## src/rtl/lr_stream_writer.sv

```systemverilog
// lr_stream_writer: packs a byte stream little-endian into 32-bit words and writes them to local RAM.
module lr_stream_writer #(
    parameter logic [11:0] MAX_WORD = 12'hFFF
) (
    input  logic        clk,
    input  logic        reset,
    input  logic        start,
    input  logic [11:0] base_addr,
    input  logic [7:0]  in_data,
    input  logic        in_valid,
    input  logic        in_eop,
    output logic        in_ready,
    output logic [11:0] mem_addr,
    output logic [31:0] mem_data,
    output logic [3:0]  mem_we,
    output logic        mem_en,
    output logic        done,
    output logic [14:0] byte_count,
    output logic        overflow
);
    typedef enum logic [1:0] {IDLE, RECV, FLUSH, DONE} state_t;
    state_t      state;
    // one extra pointer bit lets the pointer sit just past MAX_WORD without wrapping
    logic [12:0] ptr;
    logic [1:0]  lane;
    logic [31:0] pack;
    logic [3:0]  mask;
    logic        acc;
    logic        ok;
    logic [31:0] word;
    logic [3:0]  mask_n;
    assign in_ready = state == RECV;
    always_comb begin
        acc    = in_valid && in_ready;
        ok     = ptr <= {1'b0, MAX_WORD};
        word   = pack | ({24'd0, in_data} << {lane, 3'b000});
        mask_n = mask | (4'b0001 << lane);
    end
    // the mem_* output registers act as the second packing buffer
    always_ff @(posedge clk or negedge reset) begin
        if (!reset) begin
            state      <= IDLE;
            ptr        <= '0;
            lane       <= '0;
            pack       <= '0;
            mask       <= '0;
            mem_addr   <= '0;
            mem_data   <= '0;
            mem_we     <= '0;
            mem_en     <= 1'b0;
            done       <= 1'b0;
            byte_count <= '0;
            overflow   <= 1'b0;
        end else begin
            mem_en <= 1'b0;
            mem_we <= '0;
            done   <= 1'b0;
            case (state)
                IDLE: if (start) begin
                    ptr        <= {1'b0, base_addr};
                    lane       <= '0;
                    pack       <= '0;
                    mask       <= '0;
                    byte_count <= '0;
                    overflow   <= 1'b0;
                    state      <= RECV;
                end
                RECV: if (acc) begin
                    lane       <= lane + 2'd1;
                    byte_count <= (byte_count == 15'h7FFF) ? byte_count : byte_count + 15'd1;
                    if (in_eop || lane == 2'd3) begin
                        mem_addr <= ptr[11:0];
                        mem_data <= word;
                        mem_en   <= ok;
                        mem_we   <= ok ? mask_n : 4'd0;
                        overflow <= overflow | !ok;
                        ptr      <= ok ? ptr + 13'd1 : ptr;
                        pack     <= '0;
                        mask     <= '0;
                    end else begin
                        pack <= word;
                        mask <= mask_n;
                    end
                    if (in_eop) state <= FLUSH;
                end
                FLUSH: begin
                    done  <= 1'b1;
                    state <= DONE;
                end
                default: state <= IDLE;
            endcase
        end
    end
endmodule

```

## config.mk

```make
export PLATFORM = sky130hd
export DESIGN_NAME = lr_stream_writer
export DESIGN_NICKNAME = d
export VERILOG_FILES = /design/src/rtl/lr_stream_writer.sv
export SDC_FILE = /design/constraint.sdc
export NUM_CORES = 1
export LEC_CHECK = 0
export ABC_AREA = 1
export BUFFER_PORTS_ARGS = -buffer_cell sky130_fd_sc_hd__buf_2
export CORE_MARGIN = 4
export CORE_UTILIZATION = 61
export DETAILED_ROUTE_END_ITERATION = 10
export GPL_TIMING_DRIVEN = 0
export PLACE_DENSITY = 0.82
export SLEW_MARGIN = 25
export SYNTH_ARGS = -nofsm -noshare
export SYNTH_HDL_FRONTEND = slang
export SYNTH_SLANG_ARGS = --single-unit
```

## constraint.sdc

```tcl
create_clock -name clk -period 4.2 [get_ports clk]
set_input_delay 0.84 -clock clk [delete_from_list [all_inputs] [get_ports clk]]
set_output_delay 0.84 -clock clk [all_outputs]
set_load 0.02 [all_outputs]
```

Word-level counts from Yosys, hierarchy flattened
Cells that the tools add are included.
{ "totals": {"reg_bits": 119, "out_inout_bits": 67, "in_bits": 25, "wordCells": 78} }
{ "classes": {"bitwise": 3, "order_cmp": 1, "n_addsub": 3, "n_eq_ne": 10, "shifts": 2, "mux": 36, "reduce_logical": 11} }
{ "op_table": {"columns": ["op", "n"], "rows": [
  ["$mux W32", 3],
  ["$pmux W32 S2", 1],
  ["$mux W13", 4],
  ["$mux W15", 3],
  ["$or A32 B32 Y32", 1],
  ["$shl A8 B5 Y32", 1],
  ["$pmux W15 S2", 1],
  ["$mux W4", 7],
  ["$pmux W13 S2", 1],
  ["$add A15 B1 Y15 const B", 1],
  ["$eq A15 B15 Y1 const B", 1],
  ["$add A13 B1 Y13 const B", 1],
  ["$le A13 B12 Y1 const B", 1],
  ["$mux W2", 5],
  ["$reduce_and A3 Y1", 3],
  ["$pmux W4 S2", 1],
  ["$reduce_and A4 Y1", 2],
  ["$mux W1", 7],
  ["$ne A2 B1 Y1 const B", 3],
  ["$ne A2 B2 Y1 const B", 3],
  ["$pmux W2 S3", 1],
  ["$reduce_and A5 Y1", 1],
  ["$eq A2 B2 Y1 const B", 2],
  ["$or A4 B4 Y4", 1],
  ["other kinds (11)", 11]
]} }

Logic depth before layout (Yosys ltp)
Gate-level depths: netlist of run 1.
{ "logic_depth": {"depth_word": 6, "mapped_depth": 13, "depth_no_buf": 12} }

Worst setup path after synthesis of run 1
No wires, ideal clock.
{ "synth_path": {"path_type": "register to register", "from": "register state[1]", "to": "register ptr[8]", "setup_ns": 0.116, "path_buffers": 2, "required_time_ns": 4.084, "arrival_ns": 1.788, "path_slack_ns": 2.296, "synth_period_minus_slack_ns": 1.904, "path_stages_with_launch": 14, "cell_sequence": "dfrtp_1 -> inv_1 -> ha_1 -> buf_4 -> nand2_1 -> nand2_1 -> nand2_1 -> inv_2 -> o21ai_4 -> nor2_4 -> nand2_4 -> buf_6 -> nand2_1 -> nand2_1"} }
{ "synth_via": {"elab_chain_cells": 4, "word_cells_on_any_way": 10, "classes_between": "5 x eq/ne; 1 x mux; 4 x reduce/logical"} }
{ "synth_lines": {"columns": ["element", "line", "text"], "rows": [
  ["from (decl)", "22", "state_t state;"],
  ["from (signal assigned)", "42", "state <= IDLE;"],
  ["from (signal assigned)", "66", "state <= RECV;"],
  ["from (signal assigned)", "84", "if (in_eop) state <= FLUSH;"],
  ["$eq A2 B1 Y1 *", "32", "assign in_ready = state == RECV;"],
  ["named net in_ready", "12", "output logic in_ready,"],
  ["$logic_and A1 B1 Y1", "34", "acc = in_valid && in_ready;"],
  ["$ne A2 B1 Y1 (no source line)", null, null],
  ["$reduce_and A5 Y1 (no source line)", null, null],
  ["to (signal assigned)", "60", "ptr <= {1'b0, base_addr};"],
  ["to (signal assigned)", "77", "ptr <= ok ? ptr + 13'd1 : ptr;"],
  ["to (decl)", "24", "logic [12:0] ptr;"]
]} }
The timed path passes the listed nets; every way through them passes the cells marked *.
A chain may end at the register's enable or synchronous reset.

Final worst setup path of run 1
{ "layout_path": {"from": "register state[1]", "to": "register mem_data[12]"} }
{ "layout_via": {"elab_chain_cells": 3} }
{ "layout_lines": {"columns": ["element", "line", "text"], "rows": [
  ["$eq A2 B1 Y1 *", "32, 58", null],
  ["$logic_and A1 B1 Y1", "34", null],
  ["$reduce_and A3 Y1 (no source line) *", null, null],
  ["to (signal assigned)", "73", "mem_data <= word;"],
  ["to (decl)", "14", "output logic [31:0] mem_data,"]
]} }
Mark *: on every way between the ends. The rest lies on a longest branch, timed or not.

==> metrics.log, run 1 <==
[metrics] portion of total power attributed to sequential cells: approximately a third
[metrics] per-instance average area after synthesis: 8.08 sq um
[metrics] max-slew headroom at the worst pin: between 60% and 70%
[metrics] Cell Int Power: approximately 2.9 mW
[metrics] post-route clock skew: between 0.01 and 0.015 ns
[metrics] TritonCTS sink count: around 120
[metrics] number of top-level pins: slightly above 90
[metrics] total vias in the final route: about 5,300
[metrics] area of placed instances: roughly 6400 sq um
[metrics] Logic pwr share: between 30 and 40%
[metrics] Worst Tran Pin Value: 0.551 ns
[metrics] post-detailed-route count of antenna-violating nets: 0
[metrics] Clk network pwr share: a little over a quarter
[metrics] starting density of the core: between 60% and 70%
[metrics] cell seen most often among critical-path stages: nand2_1
[metrics] Max Clock Freq: 447 MHz
[metrics] adder and majority gate portion of the synthesized area: under 10%
[metrics] routed length per instance: approximately 15 microns
[metrics] Design Area, Final: slightly below 7000 sq um
[metrics] commonest non-fill, non-tap cell in the layout: nand2_1
[metrics] total of hold buffers inserted after clock tree synthesis: 0
[metrics] synthesized area: 5760 sq um
[metrics] Vias per Instance: ~5.5
[metrics] antenna violations before repair: 0
[metrics] CTS tree: built
[metrics] sequential fraction of the synthesis area: roughly half
[metrics] nets: around 860
[metrics] number of setup buffers added after CTS: 0
[metrics] detailed-route DRC error count: 0
[metrics] Worst Setup End Kind: flip-flop
[metrics] chain of cells forming the critical path: inv_1, ha_1, buf_4, nand2_1, nor2_1, inv_1, buf_2, clkbuf_1, nand2_1, nand2_1
[metrics] count of cell types in the netlist: 37
[metrics] quantity of gates resized following cts: 0
[metrics] final number of hold-violating endpoints: 0
[metrics] area of the placeable core: 9200 sq um
[metrics] post-CTS clock slew at the launch and capture registers of the worst setup and hold paths: ~0.060 ns
[metrics] cell count after synthesis: about 700
[metrics] Pwr Density: about 730 nW/um^2
[metrics] worst hold slack: between 0.2 and 0.3 ns
[metrics] warnings from Yosys: 0
[metrics] post-route clock period utilization: between 50% and 60%
[metrics] Inst Count DP: 916
[metrics] worst setup path class: flip-flop to flip-flop
[metrics] initial drt markers: about 370
[metrics] number of CTS-inserted buffers: 17
[metrics] Tot GR Track Use: 27.4%
[metrics] fill cell count: approximately 710
[metrics] non-filler cells, final: 948
[metrics] first-pass GRT wire length: roughly 24,000 microns
[metrics] max-slew violation count: 0
[metrics] RSZ-0062 raised after global routing: no
[metrics] clock tree buffer depth: 2
[metrics] Synth Area in Simple Gates: around 26%
[metrics] root buffer selected by CTS: clkbuf_8
[metrics] most frequent cells in the layout: 205 x nand2_1, 119 x dfrtp_1, 99 x buf_2
[metrics] number of search-and-repair iterations in the first detailed-routing pass: 7
[metrics] quantity of I/O buffers inserted on ports: 91
[metrics] Max Cap Violations: 0
[metrics] maximum number of pins on one net before global-route repair: slightly above 70
[metrics] worst path required time: about 4.6 ns
[metrics] Clk Latency, worst-skew pair: 0.52 ns
[metrics] number of global-route vias before repair: just over 5,000
[metrics] post-synthesis share of cell area spent on xor and xnor gates: less than 1%
[metrics] Total Routed Length: 14,500 microns
[metrics] Critical Path AT: 2.64 ns
[metrics] CP Max Fanout: 10
[metrics] Switching Power: ~2.2 mW
[metrics] CP peak stage delay: around 0.38 ns
[metrics] half-perimeter wire length after detailed placement: 10,200 microns
[metrics] CTS HTree Levels: 4
[metrics] worst-path cell with the longest stage delay: dfrtp_1
[metrics] net count of the mapped netlist: 747
[metrics] setup TNS after final layout: 0 ns
[metrics] die extent in x: approximately 110 microns
[metrics] total leakage power: ~3.5 nW
[metrics] register bit count reported by yosys: between 100 and 150
[metrics] main combinational cell family by area after synthesis: simple AND/OR/NAND/NOR gates
[metrics] multiplexer share of the synthesized area: 0.174%
[metrics] final critical path time including I/O delays and setup: ~2.2 ns
[metrics] global placement routability congestion: slightly below 0.9
[metrics] crit start category: flip-flop
[metrics] sum of overflow across all layers after global routing: 0
[metrics] endpoints failing setup: 0
[metrics] share of cells above drive strength 1: roughly a fifth
[metrics] Area growth syn-to-layout: 20.8%
[metrics] Chip Height: 105 microns
[metrics] switching share of power: about 43%
[metrics] ANT cells: 0
[metrics] Synth Area in Compound Gates: 12.1%
[metrics] Max IR drop VDD: roughly 0.41 mV
[metrics] min-delay worst type: input port to asynchronous set/reset pin
[metrics] status: finished, final reports clean
[metrics] row count: 35
[metrics] full die area: ~11,000 sq um
==> routing by layer <==
metal  vias to the layer above  GRT usage, %  routed length (microns)
met5                         -             0                        0
met4                         0          11.5                      395
li1                       2512             -                        -
met1                      2469          35.5                     6070
met3                        38          5.87                      983
met2                       237          44.9                     7070
==> sequential cells by signal, indices dropped and copies added, names as in the netlist <==
register,flops
overflow,1
state,2
mem_data,32
byte_count,15
mem_addr,12
mem_en,1
mem_we,4
pack,32
mask,4
done,1
lane,2
ptr,13
==> final timing paths <==
kind	from	to	slack, ns	cells after the start
max	state[1]$_DFFE_PN0P_	mem_data[12]$_DFFE_PN0P_	1.96	10
min	reset	mem_data[23]$_DFFE_PN0P_	0.26	1
max reg2reg	state[1]$_DFFE_PN0P_	mem_data[12]$_DFFE_PN0P_	1.96	10
min reg2reg	mem_addr[0]$_DFFE_PN0P_	mem_addr[0]$_DFFE_PN0P_	0.47	2
max in group asynchronous	reset	mem_data[3]$_DFFE_PN0P_	3.24	2
min in group clk	mem_addr[0]$_DFFE_PN0P_	mem_addr[0]$_DFFE_PN0P_	0.47	2
==> cell usage after synthesis (all sizes together) <==
cell type / n / area (sq um)
a211oi: 14 / 155
a21boi: 1 / 7.51
a21oi: 15 / 75.1
a31o: 1 / 8.76
a31oi: 9 / 56.3
buf: 15 / 90.1
clkbuf: 12 / 45.0
clkinv: 1 / 3.75
dfrtp: 119 / 2980
ha: 9 / 113
inv: 84 / 315
mux2i: 1 / 10.0
nand2: 207 / 787
nand3: 57 / 290
nand3b: 2 / 15.0
nand4: 9 / 56.3
nor2: 71 / 293
nor3: 3 / 15.0
o21ai: 75 / 387
o21bai: 1 / 7.51
or2: 5 / 33.8
xor2: 2 / 17.5
==> power by group through the flow <==
stage          clock network [mW]  registers (mW)  logic [mW]
5_1_grt                      1.46            1.73        2.20
3_3_place_gp                    0            1.68        1.91
3_5_place_dp                    0            1.70        1.97
2_1_floorplan                   0            1.89        1.15
4_1_cts                      1.40            1.68        1.99
6_report                     1.38            1.69        1.99
==> kinds of logic (layout without fill, tap and decap cells) <==
kind of cell | Yosys count | count (layout)
simple gates | 354 | 354
flops | 119 | 119
compound gates | 116 | 116
buf+inv | 112 | 236
fa+ha+maj | 9 | 9
xor+xnor | 2 | 2
mux | 1 | 1
==> metrics by stage <==
stage / power [mW] / setup slack [ns] / util (%)
after global placement: 3.59 / 0.892 / 69.1
after floorplan: 3.04 / 2.30 / -
after global routing: 5.39 / 1.81 / 75.7
final: 5.06 / 1.96 / 75.7
after CTS: 5.07 / 1.97 / 75.7
after detailed placement: 3.67 / 1.91 / 69.5
==> critical path: cells and delay by family (launching register included) <==
kind | cells | cell delay, ns
DFF | 1 | 0.38
and+or+nand+nor | 4 | 0.62
adders and majority gates | 1 | 0.19
buffers and inverters | 5 | 0.93
==> cell type report <==
cell class                 count  area [sq um]  area share, %
buffer                        27           135           1.94
clock buffer                  18           428           6.15
clock inverter                14           143           2.05
inverter                      85           319           4.59
multi-input combinational    482          2330           33.4
sequential                   119          2980           42.8
tap                          111           139           2.00
timing repair buffer          92           489           7.03
No activity file was read; power rests on OpenSTA's default activity.
==> run 2: changes to the inputs <==
Settings changed: CORE_UTILIZATION 61 to 57, PLACE_DENSITY 0.82 to 0.77.
Clock period 4.2 ns to 2.3 ns, I/O delays scaled along.
==> run 2 against run 1 <==
Cell count rose by 2.6%. Routed wire length is 0.85% lower. Sequential share of layout area decreased by 0.84 points. Register-to-register slack got worse by 1.8 ns. Sequential cell count unchanged. Largest power group unchanged.
==> metrics.log, run 2 (synthesis gave the netlist of run 1 again) <==
[metrics] sequential cell area in the final layout: 2980 sq um (unchanged)
[metrics] worst setup slack after layout: 0.164 ns (-1.80 ns)
[metrics] nets: 861 (+0.35%)
[metrics] Max IR drop VDD: 0.767 mV (+86%)
[metrics] post-CTS clock slew at the launch and capture registers of the worst setup and hold paths: 0.06 ns (about the same)
[metrics] CP Max Fanout: 10 (unchanged)
[metrics] post-route clock skew: 0.00953 ns (-0.000838 ns)
[metrics] worst setup path class: flip-flop to flip-flop
[metrics] Vias per Instance: 5.37 (-3.2%)
[metrics] Post-Place Worst Slack: 0.0688 ns (-1.85 ns)
[metrics] end point of the worst hold path: ptr[6]$_DFFE_PN0P_
[metrics] worst path required time: 2.68 ns (-1.92 ns)
[metrics] sum of overflow across all layers after global routing: 0 (unchanged)
[metrics] share of cells above drive strength 1: 19.6% (+0.049 points)
[metrics] first-pass GRT wire length: 23,900 microns (-1.8%)
[metrics] post-route clock period utilization: 92.9% (+40 points)
[metrics] global placement routability congestion: 0.916 (+2.9%)
[metrics] fill cell count: 778 (+10%)
[metrics] number of global-route vias before repair: 4,973 (-3.6%)
[metrics] largest registers in the final layout: mem_data x32, pack x32, byte_count x15
[metrics] CTS HTree Levels: 4 (unchanged)
[metrics] antenna violations before repair: 0 (unchanged)
[metrics] Max Clock Freq: 468 MHz (+4.8%)
[metrics] detailed-route DRC error count: 0 (unchanged)
[metrics] starting density of the core: 58.7% (-4.0 points)
[metrics] Max Cap Violations: 0 (unchanged)
[metrics] crit start category: flip-flop
[metrics] endpoints failing setup: 0 (unchanged)
[metrics] most frequent cells in the layout: 205 x nand2_1, 119 x dfrtp_1, 99 x buf_2
[metrics] commonest non-fill, non-tap cell in the layout: nand2_1
[metrics] Pwr Density: 1360 nW/um^2 (+87%)
[metrics] slack of the worst reg-to-reg path: 0.16 ns (-1.80 ns)
[metrics] Total Routed Length: 14,400 microns (-0.85%)
[metrics] final critical path time including I/O delays and setup: 2.14 ns (-0.103 ns)
[metrics] Area growth syn-to-layout: 23.2%
[metrics] min-delay worst type: input port to flip-flop
[metrics] final number of hold-violating endpoints: 0 (unchanged)
[metrics] TritonCTS sink count: 119 (unchanged)
[metrics] total leakage power: 3.54 nW (+1.7%)
[metrics] post-detailed-route count of antenna-violating nets: 0 (unchanged)
[metrics] Hold Crit Start: base_addr[6]
[metrics] r2r endpoint: mem_data[20]$_DFFE_PN0P_
[metrics] half-perimeter wire length after detailed placement: 10,300 microns (+1.2%)
[metrics] Clk Latency, worst-skew pair: 0.52 ns (about the same)
[metrics] clock tree buffer depth: 2 (unchanged)
[metrics] full die area: 11,800 sq um (+6.5%)
[metrics] Critical Path AT: 2.51 ns (-0.13 ns)
[metrics] Total Power Consumption: 9.63 mW (+90%)
[metrics] Worst Tran Pin Value: 0.661 ns (+0.110 ns)
[metrics] quantity of I/O buffers inserted on ports: 91 (unchanged)
[metrics] routed length per instance: 14.8 microns (-3.4%)
[metrics] maximum number of pins on one net before global-route repair: 74 (+4.2%)
[metrics] status: finished, final reports clean
[metrics] Chip Height: 109 microns (+3.2%)
[metrics] total vias in the final route: 5,223 (-0.63%)
[metrics] area of the placeable core: 9820 sq um (+6.8%)
[metrics] number of top-level pins: 92 (unchanged)
[metrics] depth of the worst register-to-register path: 10 (unchanged)
[metrics] number of search-and-repair iterations in the first detailed-routing pass: 7 (unchanged)
[metrics] row count: 36 (+2.9%)
[metrics] setup TNS after final layout: 0 ns (unchanged)
[metrics] Tot GR Track Use: 26.1% (-1.3 points)
[metrics] ANT cells: 0 (unchanged)
[metrics] die extent in x: 109 microns (+3.2%)
[metrics] RSZ-0062 raised after global routing: no
[metrics] number of CTS-inserted buffers: 17 (unchanged)
[metrics] Min-Delay Path Depth: 5
[metrics] max-slew headroom at the worst pin: 56.0% (-7.3 points)
[metrics] max-slew violation count: 0 (unchanged)
[metrics] Worst Setup End Kind: flip-flop
[metrics] origin of the critical flop-to-flop path: state[1]$_DFFE_PN0P_
[metrics] root buffer selected by CTS: clkbuf_8
[metrics] multi-input gate area in the final layout: 2330 sq um (+0.11%)
[metrics] CTS tree: built
[metrics] initial drt markers: 307 (-16%)
[run 2: layout make-up]
cell class,count,area share [%]
Clock inverter,7,1.94
Timing Repair Buffer,95,7.42
Clock buffer,25,7.11
Tap cell,133,2.34
Multi-Input combinational cell,482,32.8
Buffer,27,1.90
Inverter,85,4.50
Sequential cell,119,42.0
[run 2: how the worst max path moves through the flow]
stage / to / startpoint / cells past startpoint
finish: mem_data[20]$_DFFE_PN0P_ / state[1]$_DFFE_PN0P_ / 10
global placement: byte_count[12]$_DFFE_PN0P_ / reset / 1
detailed placement: mem_data[23]$_DFFE_PN0P_ / state[1]$_DFFE_PN0P_ / 10
CTS: mem_data[20]$_DFFE_PN0P_ / state[1]$_DFFE_PN0P_ / 10
global route: mem_data[15]$_DFFE_PN0P_ / state[1]$_DFFE_PN0P_ / 10
floorplan: ptr[8]$_DFFE_PN0P_ / state[1]$_DFFE_PN0P_ / 13
[run 2: power by group]
| group | leakage [nW] | internal, mW | switching (mW) |
|---|---|---|---|
| logic | 1.64 | 1.17 | 2.56 |
| registers | 1.58 | 2.69 | 0.395 |
| clock network | 0.314 | 1.93 | 0.894 |
| total | 3.54 | 5.78 | 3.85 |
[run 2: layer usage]
metal | up-vias | GRT usage, % | wire length, microns
met5 | - | 0 | 0
met4 | 0 | 10.0 | 294
met3 | 26 | 5.37 | 1010
met2 | 232 | 43.2 | 7070
met1 | 2446 | 33.8 | 6020
li1 | 2519 | - | -
[run 2: per-stage QoR]
step                      hold WS, ns  instance area [sq um]  std cells  util [%]
after floorplan                 0.164                   5760        713         -
after global placement          0.451                   6380        937      65.0
after detailed placement        0.454                   6410        938      65.3
after CTS                       0.219                   7070        971      72.0
after global routing            0.234                   7100        973      72.3
final                           0.236                   7100        973      72.3
[run 2: worst max-delay path, cell delays in order (launching register included)]
cell	delay (ns)
dfrtp_1	0.38
inv_1	0.09
ha_1	0.19
buf_4	0.20
nand2_1	0.11
nor2_2	0.27
inv_1	0.15
buf_2	0.21
buf_2	0.21
nand2_1	0.09
o21ai_0	0.09
[run 2: what timing repair did]
item / in CTS / in global routing
hold buffers: 1 / 0
setup endpoints to repair: 0 / 30
gates resized for setup: 0 / 1
endpoints found under the hold margin: 72 / 0
buffers inserted: 0 / 2
==> run 3: changes to the inputs <==
Settings changed: PLACE_DENSITY 0.77 to 0.87.
==> run 3 against run 2 <==
Sequential power barely moved. Worst hold slack got worse by 0.0071 ns. Fmax fell by 1.7%. Cell count did not move. Largest cell class unchanged. Cell area fell by 1.0%. Highest routed layer unchanged. Non-clock buffer count rose by 1.
==> metrics.log, run 3 (synthesis gave the netlist of run 1 again) <==
[metrics] status: finished, final reports clean
[metrics] quantity of I/O buffers inserted on ports: 91 (unchanged)
[metrics] Chip Height: 109 microns (unchanged)
[metrics] Cell Int Power: 5.46 mW (-5.7%)
[metrics] origin of the critical flop-to-flop path: state[1]$_DFFE_PN0P_
[metrics] Area growth syn-to-layout: 22.0%
[metrics] Logic pwr share: 40.0% (+1.3 points)
[metrics] half-perimeter wire length after detailed placement: 10,400 microns (+0.74%)
[metrics] Max Cap Violations: 0 (unchanged)
[metrics] Post-Place Worst Slack: 0.0811 ns (+0.0123 ns)
[metrics] largest registers in the final layout: mem_data x32, pack x32, byte_count x15
[metrics] detailed-route DRC error count: 0 (unchanged)
[metrics] full die area: 11,800 sq um (unchanged)
[metrics] number of top-level pins: 92 (unchanged)
[metrics] endpoints failing setup: 0 (unchanged)
[metrics] clock tree buffer depth: 2 (unchanged)
[metrics] post-detailed-route count of antenna-violating nets: 0 (unchanged)
[metrics] multi-input gate area in the final layout: 2340 sq um (+0.43%)
[metrics] Inst Count DP: 938 (unchanged)
[metrics] worst path required time: 2.72 ns (+0.04 ns)
[metrics] CTS HTree Levels: 4 (unchanged)
[metrics] number of global-route vias before repair: 5,128 (+3.1%)
[metrics] setup TNS after final layout: 0 ns (unchanged)
[metrics] CTS tree: built
[metrics] RSZ-0062 raised after global routing: no
[metrics] TritonCTS sink count: 119 (unchanged)
[metrics] post-route clock period utilization: 94.5% (+1.6 points)
[metrics] die extent in x: 109 microns (unchanged)
[metrics] starting density of the core: 58.7% (unchanged)
[metrics] initial drt markers: 330 (+7.5%)
[metrics] Pwr Density: 1330 nW/um^2 (-2.1%)
[metrics] Clk network pwr share: 26.9% (-2.4 points)
[metrics] nets: 862 (+0.12%)
[metrics] Crit. Startpoint: state[1]$_DFFE_PN0P_
[metrics] global placement routability congestion: 0.876 (-4.3%)
[metrics] sequential cell area in the final layout: 2980 sq um (unchanged)
[metrics] Total Power Consumption: 9.33 mW (-3.1%)
[metrics] Tot GR Track Use: 27.0% (+0.86 points)
[metrics] post-route clock skew: 0.00468 ns (-0.00485 ns)
[metrics] fill cell count: 792 (+1.8%)
[metrics] min-delay worst type: input port to flip-flop
[metrics] final critical path time including I/O delays and setup: 2.17 ns (+0.0375 ns)
[metrics] Hold Crit Start: base_addr[11]
[metrics] root buffer selected by CTS: clkbuf_8
[metrics] sum of overflow across all layers after global routing: 0 (unchanged)
[metrics] area of placed instances: 6410 sq um (unchanged)
[metrics] final standard cell utilization of the core: 71.5% (-0.73 points)
[metrics] routed length per instance: 15.2 microns (+2.6%)
[metrics] Total Routed Length: 14,800 microns (+2.6%)
[metrics] Clk Latency, worst-skew pair: 0.52 ns (about the same)
[metrics] total vias in the final route: 5,248 (+0.48%)
[metrics] worst setup path class: flip-flop to flip-flop
[metrics] CP Max Fanout: 10 (unchanged)
[metrics] commonest non-fill, non-tap cell in the layout: nand2_1
[metrics] worst hold slack: 0.229 ns (-0.00712 ns)
[metrics] max-slew violation count: 0 (unchanged)
[metrics] Worst Tran Pin Value: 0.579 ns (-0.0816 ns)
[metrics] number of CTS-inserted buffers: 17 (unchanged)
[metrics] row count: 36 (unchanged)
[metrics] share of cells above drive strength 1: 19.8% (+0.12 points)
[metrics] portion of total power attributed to sequential cells: 33.1% (+1.1 points)
[metrics] Critical Path AT: 2.59 ns (+0.08 ns)
[metrics] antenna violations before repair: 0 (unchanged)
[metrics] Design Area, Final: 7030 sq um (-1.0%)
[metrics] final number of hold-violating endpoints: 0 (unchanged)
[metrics] Switching Power: 3.88 mW (+0.78%)
[metrics] maximum number of pins on one net before global-route repair: 63 (-15%)
[metrics] Worst Setup End Kind: flip-flop
[metrics] ANT cells: 0 (unchanged)
[metrics] post-CTS clock slew at the launch and capture registers of the worst setup and hold paths: 0.06 ns (about the same)
[metrics] total leakage power: 3.51 nW (-0.79%)
[metrics] switching share of power: 41.5% (+1.6 points)
[metrics] most frequent cells in the layout: 205 x nand2_1, 119 x dfrtp_1, 99 x buf_2
[metrics] area of the placeable core: 9820 sq um (unchanged)
[metrics] crit start category: flip-flop
[metrics] non-filler cells, final: 973 (unchanged)
[metrics] first-pass GRT wire length: 24,700 microns (+3.4%)
[metrics] Max IR drop VDD: 0.650 mV (-15%)
[metrics] worst setup slack after layout: 0.127 ns (-0.0375 ns)
[metrics] Max Clock Freq: 460 MHz (-1.7%)
[metrics] number of search-and-repair iterations in the first detailed-routing pass: 6 (-1)
[metrics] max-slew headroom at the worst pin: 61.4% (+5.4 points)
[metrics] Vias per Instance: 5.39 (+0.48%)
==> run 3: final cells by class <==
| class | count | share of cell area (%) |
|---|---|---|
| Sequential cell | 119 | 42.4 |
| Multi-Input combinational cell | 482 | 33.3 |
| Timing Repair Buffer | 96 | 7.43 |
| Clock buffer | 21 | 6.54 |
| Inverter | 85 | 4.54 |
| Tap cell | 133 | 2.37 |
| Buffer | 27 | 1.98 |
| Clock inverter | 10 | 1.46 |
==> run 3: power by group through the flow <==
stage          logic, mW  clock network (mW)  registers, mW
2_1_floorplan       2.10                   0           3.45
3_3_place_gp        3.48                   0           3.07
3_5_place_dp        3.60                   0           3.10
4_1_cts             3.65                2.53           3.08
5_1_grt             4.16                2.65           3.15
6_report            3.74                2.51           3.09
==> run 3: final timing paths <==
kind                       slack (ns)  cells past startpoint                  endpoint
setup / recovery                 0.13                     12      overflow$_DFFE_PN0P_
hold reg to reg                  0.47                      2   mem_addr[6]$_DFFE_PN0P_
hold / removal                   0.23                      5       ptr[11]$_DFFE_PN0P_
min in group asynchronous        0.49                      2  mem_data[28]$_DFFE_PN0P_
setup reg to reg                 0.13                     12      overflow$_DFFE_PN0P_
max in group asynchronous        1.14                      3   mem_addr[2]$_DFFE_PN0P_
==> run 3: worst max-delay path: stages (launching register included) <==
cell and delay (ns):
dfrtp_1 0.40, inv_1 0.11, ha_1 0.22, buf_6 0.18
nand2_1 0.12, nand2_1 0.08, nand2_1 0.07, inv_2 0.08
o21ai_4 0.11, nor2_4 0.27, buf_4 0.16, nand2_1 0.05
a21boi_0 0.22
==> run 3: what timing repair did <==
action,4_1_cts,5_1_grt
resized for setup,1,3
hold endpoints to repair,61,0
endpoints found under the setup margin,1,16
pin swaps,0,2
buffers inserted,0,3
hold buffers,1,0
==> run 3: routing by layer <==
metal / vias up / part of all wire (%) / GRT usage [%]
li1: 2522 / - / -
met1: 2439 / 41 / 34.7
met2: 241 / 49 / 43.7
met3: 46 / 7.4 / 6.63
met4: 0 / 2.7 / 11.1
met5: - / 0 / 0
